`src/rtl/slt_multicycle.sv`:
```
// Multi-cycle comparator: signed/unsigned less-than and equality, evaluated K bits per cycle,
// LSB chunk first, with valid/ready handshakes on both sides.
module slt_multicycle #(
  parameter int N = 32,
  parameter int K = 8
) (
  input  logic         clk,
  input  logic         rst,
  input  logic         in_valid,
  output logic         in_ready,
  input  logic [N-1:0] a,
  input  logic [N-1:0] b,
  input  logic [1:0]   mode,
  output logic         out_valid,
  input  logic         out_ready,
  output logic         out,
  output logic         busy
);

  localparam int NC = N / K;
  localparam int IW = (NC > 1) ? $clog2(NC) : 1;
  localparam logic [IW-1:0] LAST = IW'(NC - 1);

  typedef enum logic [1:0] {IDLE, RUN, DONE} state_t;

  state_t         state, state_n;
  logic [N-1:0]   a_r, b_r;
  logic [1:0]     mode_r;
  logic [IW-1:0]  idx;
  logic           carry, eq_acc;
  logic [K-1:0]   a_c, b_c;
  logic [K:0]     sum;
  logic           accept, step, last, ack, res;

  assign a_c = a_r[idx*K +: K];
  assign b_c = b_r[idx*K +: K];
  // a - b as a + ~b + 1, one chunk at a time; carry holds the running borrow-complement
  assign sum = {1'b0, a_c} + {1'b0, ~b_c} + (K+1)'(carry);

  always_comb begin
    unique case (mode_r)
      2'b00:   res = sum[K-1] ^ ((a_r[N-1] ^ sum[K-1]) & (a_r[N-1] ^ b_r[N-1]));
      2'b01:   res = ~sum[K];
      2'b10:   res = eq_acc & (a_c == b_c);
      default: res = 1'b0;
    endcase
  end

  always_ff @(posedge clk or posedge rst) begin
    if (rst) state <= IDLE;
    else     state <= state_n;
  end

  always_comb begin
    state_n = state;
    accept  = 1'b0;
    step    = 1'b0;
    last    = 1'b0;
    ack     = 1'b0;
    unique case (state)
      IDLE: if (in_valid) begin
        accept  = 1'b1;
        state_n = RUN;
      end
      RUN: begin
        step = 1'b1;
        if (idx == LAST) begin
          last    = 1'b1;
          state_n = DONE;
        end
      end
      DONE: if (out_ready) begin
        ack     = 1'b1;
        state_n = IDLE;
      end
      default: state_n = IDLE;
    endcase
  end

  assign in_ready = (state == IDLE);
  assign busy     = (state != IDLE);

  always_ff @(posedge clk or posedge rst) begin
    if (rst) begin
      a_r       <= '0;
      b_r       <= '0;
      mode_r    <= '0;
      idx       <= '0;
      carry     <= 1'b0;
      eq_acc    <= 1'b0;
      out_valid <= 1'b0;
      out       <= 1'b0;
    end else begin
      if (accept) begin
        a_r    <= a;
        b_r    <= b;
        mode_r <= mode;
        idx    <= '0;
        carry  <= 1'b1;
        eq_acc <= 1'b1;
      end
      if (step) begin
        carry  <= sum[K];
        eq_acc <= eq_acc & (a_c == b_c);
        // index parks at 0 after the last chunk so the part-select never leaves the operand
        idx    <= last ? '0 : idx + 1'b1;
      end
      if (last) begin
        out_valid <= 1'b1;
        out       <= res;
      end
      if (ack) out_valid <= 1'b0;
    end
  end

endmodule

```
`config.mk`:
```
export PLATFORM = sky130hd
export DESIGN_NAME = slt_multicycle
export DESIGN_NICKNAME = d
export VERILOG_FILES = /design/src/rtl/slt_multicycle.sv
export SDC_FILE = /design/constraint.sdc
export NUM_CORES = 1
export LEC_CHECK = 0
export ABC_AREA = 1
export CORE_UTILIZATION = 51
export CTS_CLUSTER_SIZE = 24
export DETAILED_ROUTE_END_ITERATION = 16
export PLACE_DENSITY = 0.79
export SLEW_MARGIN = 10
export SYNTH_ARGS = -nofsm -noshare
export SYNTH_HDL_FRONTEND = slang
export SYNTH_SLANG_ARGS = --single-unit
```
`constraint.sdc`:
```
create_clock -name clk -period 3.4 [get_ports clk]
set_input_delay 0.85 -clock clk [delete_from_list [all_inputs] [get_ports clk]]
set_output_delay 0.85 -clock clk [all_outputs]
set_load 0.05 [all_outputs]
```
; ---- Yosys cells after proc, flatten, opt, wreduce, memory -nomap -nowiden
; Index checks and enable logic that the tools add are counted.
; Widths: inputs -> output; s select.
[totals]
ff_bits = 74
input_bits = 70
out_inout_bits = 4
word_cells = 56
[op_classes]
n_addsub = 3
eq_ne = 9
shifts = 2
muxes = 20
bitwise_logic = 7
reduce_logical = 6
[op_table]
columns = op, n
row1 = $shiftx 32x6->8, 2
row2 = $mux 1, 12
row3 = $mux 2, 6
row4 = $add 8x8->9, 1
row5 = $add 9x1->9, 1
row6 = $eq 8x8->1, 1
row7 = $not 8->8, 1
row8 = $eq 2x2->1 const B, 3
row9 = $ne 2x2->1 const B, 3
row10 = $pmux 2 s3, 1
row11 = $reduce_bool 2->1, 3
row12 = $eq 2x1->1 const B, 2
row13 = $logic_not 2->1, 2
row14 = $pmux 1 s3, 1
row15 = $reduce_and 3->1, 1
row16 = $xor 1x1->1, 3
row17 = $add 2x1->2 const B, 1
row18 = $and 1x1->1, 2
row19 = $not 1->1, 1

; ---- Longest topological paths before layout
; Gate-level depths: netlist (run 1).
[logic_depth]
ltp_word = 8
ltp_mapped = 18
depth_no_buf = 18

; ---- Worst setup path before layout (run 1)
; No wires, ideal clock.
[synth_timing]
path_kind = reg2reg
startpoint = register idx[0]
endpoint = register out
setup_time_ns = 0.118
arrival_ns = 1.905
required_time_ns = 3.282
path_slack_ns = 1.377
stages_incl_launch_ff = 17
path_buffers = 1
period_less_slack_ns = 2.023
cell_sequence = dfrtp_1 > inv_1 > clkbuf_1 > nor2_1 > nor2_1 > a21oi_1 > ha_1 > a21oi_1 > nor2_1 > nor2_1 > nand2_1 > nand2_1 > nand3_1 > nand2_1 > nand2_1 > nand2_1 > nand2_1
[synth_via]
elab_chain_len = 8
elab_cells_between_ends = 15
classes_between = 2 x add/sub / 2 x eq/ne / 2 x shift / 3 x mux / 6 x bitwise
[synth_lines]
columns = item, line
row1 = start: declaration, 29  ; logic [IW-1:0] idx;
row2 = start signal: assignment, 106  ; idx <= last ? '0 : idx + 1'b1;
row3 = $shiftx 32x6->8, 36  ; assign b_c = b_r[idx*K +: K];
row4 = $not 8->8, 38  ; assign sum = {1'b0, a_c} + {1'b0, ~b_c} + (K+1)'(carry);
row5 = $add 8x8->9, 38
row6 = $add 9x1->9, 38
row7 = $xor 1x1->1, 42  ; 2'b00: res = sum[K-1] ^ ((a_r[N-1] ^ sum[K-1]) & (a_r[N-1] ^ b_r[N-1]));
row8 = $and 1x1->1, 42
row9 = $xor 1x1->1, 42
row10 = $pmux 1 s3, 41  ; unique case (mode_r)
row11 = end signal: assignment, 110  ; out <= res;
row12 = end: declaration, 16  ; output logic out,
; Parallel ways exist; a longest one is shown, timed or not.
; A chain may end at the register's enable or synchronous reset.

; ---- Worst setup path in the final report (run 1)
[layout_timing]
startpoint = register state[1]
endpoint = output port in_ready
[layout_via]
elab_chain_len = 1
[layout_lines]
columns = item, line
row1 = start: declaration, 26  ; state_t state, state_n;
row2 = start signal: assignment, 51  ; else state <= state_n;
row3 = $logic_not 2->1, 80  ; assign in_ready = (state == IDLE);
row4 = end: declaration, 10  ; output logic in_ready,
; No other way between the ends.

==> results.txt, run 1 <==
Run status: completed
Worst VDD drop: 0.414 mV
Leading cell type in the layout, fill and taps excluded: nand2_1
WP data arrival: 1.82 ns
Yosys warnings: 0
Syn_area_per_cell: 7.67 µm²
Remaining antenna violation count after routing: 0
Routed wl met2: 3800 µm
Met1 WL: 3760 µm
Worst setup SP type: flop
Synth Instances: 472
Clock sink count: 74
Final Max Tran Viols: 0
HP Class: reg -> reg
Drt wl/cell: 12.9 µm
Share of cells above drive strength 1: 5.15%
GRT Total Usage: 24.6%
Post-route DRC violation count: 0
Initial Util: 53.0%
TritonCTS clock tree: done
P&R area growth vs syn: 27.4%
Number of buffers added for setup after CTS: 0
Antenna fix cells: 0
Root Buffer: clkbuf_8
Core Area: 0.00683 mm²
Die X: 86.2 µm
IO buf count: 73
Final setup violation count: 0
Clock skew: 0.00767 ns
Drt via density: 5.07
Pin count of the biggest net entering global routing: 44
Peak Freq: 374 MHz
Area of the die: 0.00744 mm²
Relative slew slack: 45.5%
Endpoints failing hold: 0
Global route total overflow: 0
DR pass1 iterations: 5
Measured slew at the worst slew-check pin: 0.816 ns
Post-synth net total: 551
Tmin final: 2.67 ns
Static leakage: 2.32 nW
First-pass GRT wire length: 14100 µm
Power per Cell Area: 998 mW/mm²
Most frequent cells in the layout: 220 x nand2_1, 74 x dfrtp_1, 73 x clkdlybuf4s50_1, 45 x o21ai_0, 37 x nor2_1
Rows: 30
#FFs+latches synth: 74
PostCTS Resize Cnt: 0
Min-delay src: a_r[21]$_DFFE_PP0P_
DRT iter0 DRCs: 206
Max_cap viols: 0
Critical Path End Type: output port
Routed met3 length: 529 µm
Num CTS Buffers: 9
Final layout net count: 619
Vias in the first global route: 3026
CP startpoint: state[1]$_DFFE_PP0P_
Setup TNS: 0 ns
IO Pins: 74
CP Max Fanout: 3
Detailed Place HPWL: 5980 µm
Total vias in the final route: 3247
Clock-pin slew on the worst setup and hold paths: 0.08 ns
WP data required: 2.55 ns
Htree depth: 3
Die height: 86.2 µm
Placer Congestion: 0.953
Initial antenna violation count: 0
Launching point of the worst reg2reg path: idx[0]$_DFFE_PP0P_
Crit Path Category: reg -> out
DR top layer: met4
Clock buffer depth: 2
Hold_ws: 0.481 ns
Fin cells: 640
Worst-skew pair later-pin latency: 0.36 ns
RSZ-0062 raised after global routing: no
Distinct cells, synth: 23
Dpl cells: 625
Sequential share of the synthesized area: 51.2%
Total Wirelength: 8260 µm
Fill cell count: 593
Hold_buf cts: 0
Mapped cell area: 0.00362 mm²
Final period util: 78.6%
state kept, by name (all words and copies together) (netlist names):
register and flops:
out_valid 1, state 2, idx 2, eq_acc 1
b_r 32, out 1, carry 1, mode_r 2
a_r 32
layout make-up:
class                           count  area (µm²)  share of cell area, %
Clock buffer                        9         124                   2.69
Tap cell                           96         120                   2.61
Inverter                           27         101                   2.20
Clock inverter                      6        92.6                   2.01
Multi-Input combinational cell    349        1530                   33.2
Timing Repair Buffer               79         788                   17.1
Sequential cell                    74        1850                   40.2
cells in the mapped netlist, drive strengths merged:
| master | count | area [µm²] |
|---|---|---|
| o21ai | 46 | 230 |
| clkbuf | 8 | 30.0 |
| or2 | 2 | 12.5 |
| a21oi | 14 | 70.1 |
| o22ai | 8 | 50.1 |
| ha | 9 | 113 |
| nand4 | 1 | 6.26 |
| nor2 | 39 | 161 |
| nor3 | 1 | 5.00 |
| dfrtp | 74 | 1850 |
| a211oi | 1 | 7.51 |
| inv | 27 | 101 |
| buf | 14 | 104 |
| nand2 | 221 | 837 |
| o21bai | 1 | 7.51 |
| nand3 | 5 | 25.0 |
| o21a | 1 | 7.51 |
stage by stage:
step / power [W] / setup slack (ns) / util [%] / area (µm²)
after global routing: 0.00500 / 0.679 / 67.5 / 4610
after global placement: 0.00370 / 1.10 / 64.3 / 4390
final: 0.00460 / 0.726 / 67.5 / 4610
after detailed placement: 0.00383 / 1.08 / 64.3 / 4390
after floorplan: 0.00323 / 0.668 / - / 3620
after CTS: 0.00459 / 0.706 / 67.5 / 4610
power breakdown:
group | internal (W) | total [W] | switching [W]
sequential | 0.00130 | 0.00155 | 0.000251
clock | 0.000411 | 0.000741 | 0.000330
combinational | 0.000858 | 0.00231 | 0.00146
critical path, stage by stage (launching register included):
cell,delay (ns)
dfrtp_1,0.45
nor2_4,0.19
clkdlybuf4s50_1,0.83
path summary, 6_finish.rpt:
check	endpoint	slack [ns]	cells after the start
max	in_ready	0.73	2
min	a_r[21]$_DFFE_PP0P_	0.48	2
max reg2reg	out$_DFFE_PP0P_	1.00	17
min reg2reg	a_r[21]$_DFFE_PP0P_	0.48	2
max in group asynchronous	b_r[5]$_DFFE_PP0P_	1.76	3
min in group asynchronous	a_r[17]$_DFFE_PP0P_	0.97	2
layer usage:
metal,global-route usage (%),up-vias
li1,-,1615
met5,0,-
met4,10.6,0
met1,33.4,1474
met2,38.5,135
met3,5.14,23
kinds of logic after synthesis:
logic type                 synth area share, %
adders and majority gates                 3.11
DFF                                       51.2
AOI/OAI and AO/OA                         10.3
buffers and inverters                     6.50
and+or+nand+nor                           28.9
Power figures use the tool's default switching activity.
==> run 2, diff against run 1 <==
==> constraint.sdc (replaced) <==
create_clock -name clk -period 2.6 [get_ports clk]
set_input_delay 0.65 -clock clk [delete_from_list [all_inputs] [get_ports clk]]
set_output_delay 0.65 -clock clk [all_outputs]
set_load 0.05 [all_outputs]
==> run 2 against run 1 <==
Sequential power rose by 30%; sequential share of layout area down 0.40 points; first-iteration DRC count down 10%; utilization is 0.68 points higher; critical endpoint unchanged; flip-flop and latch count unchanged; worst setup slack worse by 0.61 ns; global-route usage increased by 1.3 points; die area did not move; clock power up 47%; cell count grew 0.47%; hold slack better by 0.0028 ns; power rose by 33%.
==> results.txt, run 2 (same netlist as run 1, synthesis figures left out) <==
Net Sw Power: 0.00263 W
Number of buffers added for setup after CTS: 0
Run status: completed
Die height: 86.2 µm
Total Wirelength: 8610 µm
Initial Util: 53.0%
Remaining antenna violation count after routing: 0
Final period util: 95.6%
Worst VDD drop: 0.779 mV
GRT Total Usage: 25.9%
Share of cells above drive strength 1: 5.67%
Pin count of the biggest net entering global routing: 75
Placer Congestion: 0.934
DRT iter0 DRCs: 185
Detailed Place HPWL: 5950 µm
Routed wl met2: 3970 µm
Crit Path Category: reg -> out
Endpoints failing hold: 0
WP data required: 1.95 ns
P&R area growth vs syn: 28.7%
Most frequent cells in the layout: 220 x nand2_1, 74 x dfrtp_1, 73 x clkdlybuf4s50_1, 45 x o21ai_0, 37 x nor2_1
Power per Cell Area: 1320 mW/mm²
Die X: 86.2 µm
Num CTS Buffers: 9
First-pass GRT wire length: 14800 µm
HP Class: reg -> reg
Global route total overflow: 0
Static leakage: 2.35 nW
IO buf count: 73
Clock buffer depth: 2
Root Buffer: clkbuf_8
Clock power frac: 17.7%
Max_cap viols: 0
Relative slew slack: 66.9%
Fill cell count: 565
Routed met3 length: 403 µm
Final layout net count: 622
Flop pwr share: 32.9%
Final Max Tran Viols: 0
Hold_buf cts: 0
Critical Path End Type: output port
Htree depth: 3
Initial antenna violation count: 0
Internal: 0.00351 W
TritonCTS clock tree: done
Peak Freq: 402 MHz
Core Area: 0.00683 mm²
Clock-pin slew on the worst setup and hold paths: 0.08 ns
Worst-skew pair later-pin latency: 0.35 ns
Drt wl/cell: 13.4 µm
PostCTS Resize Cnt: 0
Top Registers: a_r: 32 flops, b_r: 32 flops
Total vias in the final route: 3165
Tmin final: 2.48 ns
Reg2Reg Depth: 18
Antenna fix cells: 0
Post-route DRC violation count: 0
Combinational share of power: 49.4%
Leading cell type in the layout, fill and taps excluded: nand2_1
Drt via density: 4.92
Vias in the first global route: 3149
DR pass1 iterations: 4
Clock sink count: 74
Area of the die: 0.00744 mm²
Power Total: 0.00614 W
CP Max Fanout: 3
Measured slew at the worst slew-check pin: 0.494 ns
IO Pins: 74
Met1 WL: 4060 µm
Clock skew: 0.00553 ns
WP data arrival: 1.83 ns
Final setup violation count: 0
DR top layer: met4
Worst hold stages: 2
Worst setup SP type: flop
Rows: 30
Setup TNS: 0 ns
Sw Ratio: 42.9%
RSZ-0062 raised after global routing: no
[run 2: worst paths after layout]
path                                 startpoint             endpoint  slack [ns]
hold reg to reg             a_r[15]$_DFFE_PP0P_  a_r[15]$_DFFE_PP0P_        0.48
hold / removal              a_r[15]$_DFFE_PP0P_  a_r[15]$_DFFE_PP0P_        0.48
setup / recovery           state[1]$_DFFE_PP0P_             in_ready        0.12
min in group asynchronous                   rst  a_r[20]$_DFFE_PP0P_        0.69
max in group asynchronous                   rst  b_r[22]$_DFFE_PP0P_        1.57
setup reg to reg             idx[0]$_DFFE_PP0P_      out$_DFFE_PP0P_        0.46
[run 2: cell type report]
class | instances | area [µm²] | area share (%)
Clock buffer | 10 | 138 | 2.96
Clock inverter | 5 | 103 | 2.20
Inverter | 27 | 101 | 2.18
Multi-Input combinational cell | 349 | 1530 | 32.9
Sequential cell | 74 | 1850 | 39.8
Tap cell | 96 | 120 | 2.58
Timing Repair Buffer | 82 | 811 | 17.4
[run 2: per-stage QoR]
stage / std cells / area, µm² / util, % / worst slack (ns) / hold WS (ns)
2_1_floorplan: 472 / 3620 / - / 0.0684 / 0.444
3_3_place_gp: 628 / 4420 / 64.7 / 0.494 / 0.461
3_5_place_dp: 628 / 4420 / 64.7 / 0.440 / 0.467
4_1_cts: 643 / 4660 / 68.2 / 0.113 / 0.486
5_1_grt: 643 / 4660 / 68.2 / 0.0566 / 0.510
6_report: 643 / 4660 / 68.2 / 0.115 / 0.484
[run 2: power groups by stage]
| stage | Clock, W | Sequential [W] | Combinational [W] |
|---|---|---|---|
| after floorplan | 0 | 0.00197 | 0.00225 |
| after global placement | 0 | 0.00202 | 0.00293 |
| after detailed placement | 0 | 0.00203 | 0.00298 |
| after CTS | 0.00109 | 0.00202 | 0.00302 |
| after global routing | 0.00115 | 0.00208 | 0.00348 |
| final | 0.00109 | 0.00202 | 0.00303 |
[run 2: critical path, stage by stage (launching register included)]
cell	delay [ns]
dfrtp_1	0.45
nor2_4	0.20
clkdlybuf4s50_1	0.83
[run 2: per-layer routing]
metal  track usage, %  vias up
met1             35.9     1433
met5                0        -
met3             5.71       15
met2             39.8       96
met4             10.5        0
li1                 -     1621
==> run 3, diff against run 2 <==
--- a/config.mk
+++ b/config.mk
@@ -7,7 +7,7 @@
 export LEC_CHECK = 0
 export ABC_AREA = 1
 export CORE_UTILIZATION = 51
-export CTS_CLUSTER_SIZE = 24
+export CTS_CLUSTER_SIZE = 28
 export DETAILED_ROUTE_END_ITERATION = 16
 export PLACE_DENSITY = 0.79
 export SLEW_MARGIN = 10
==> results of run 3 <==
Same layout as run 2: the final DEF is identical, and so are final timing and power.
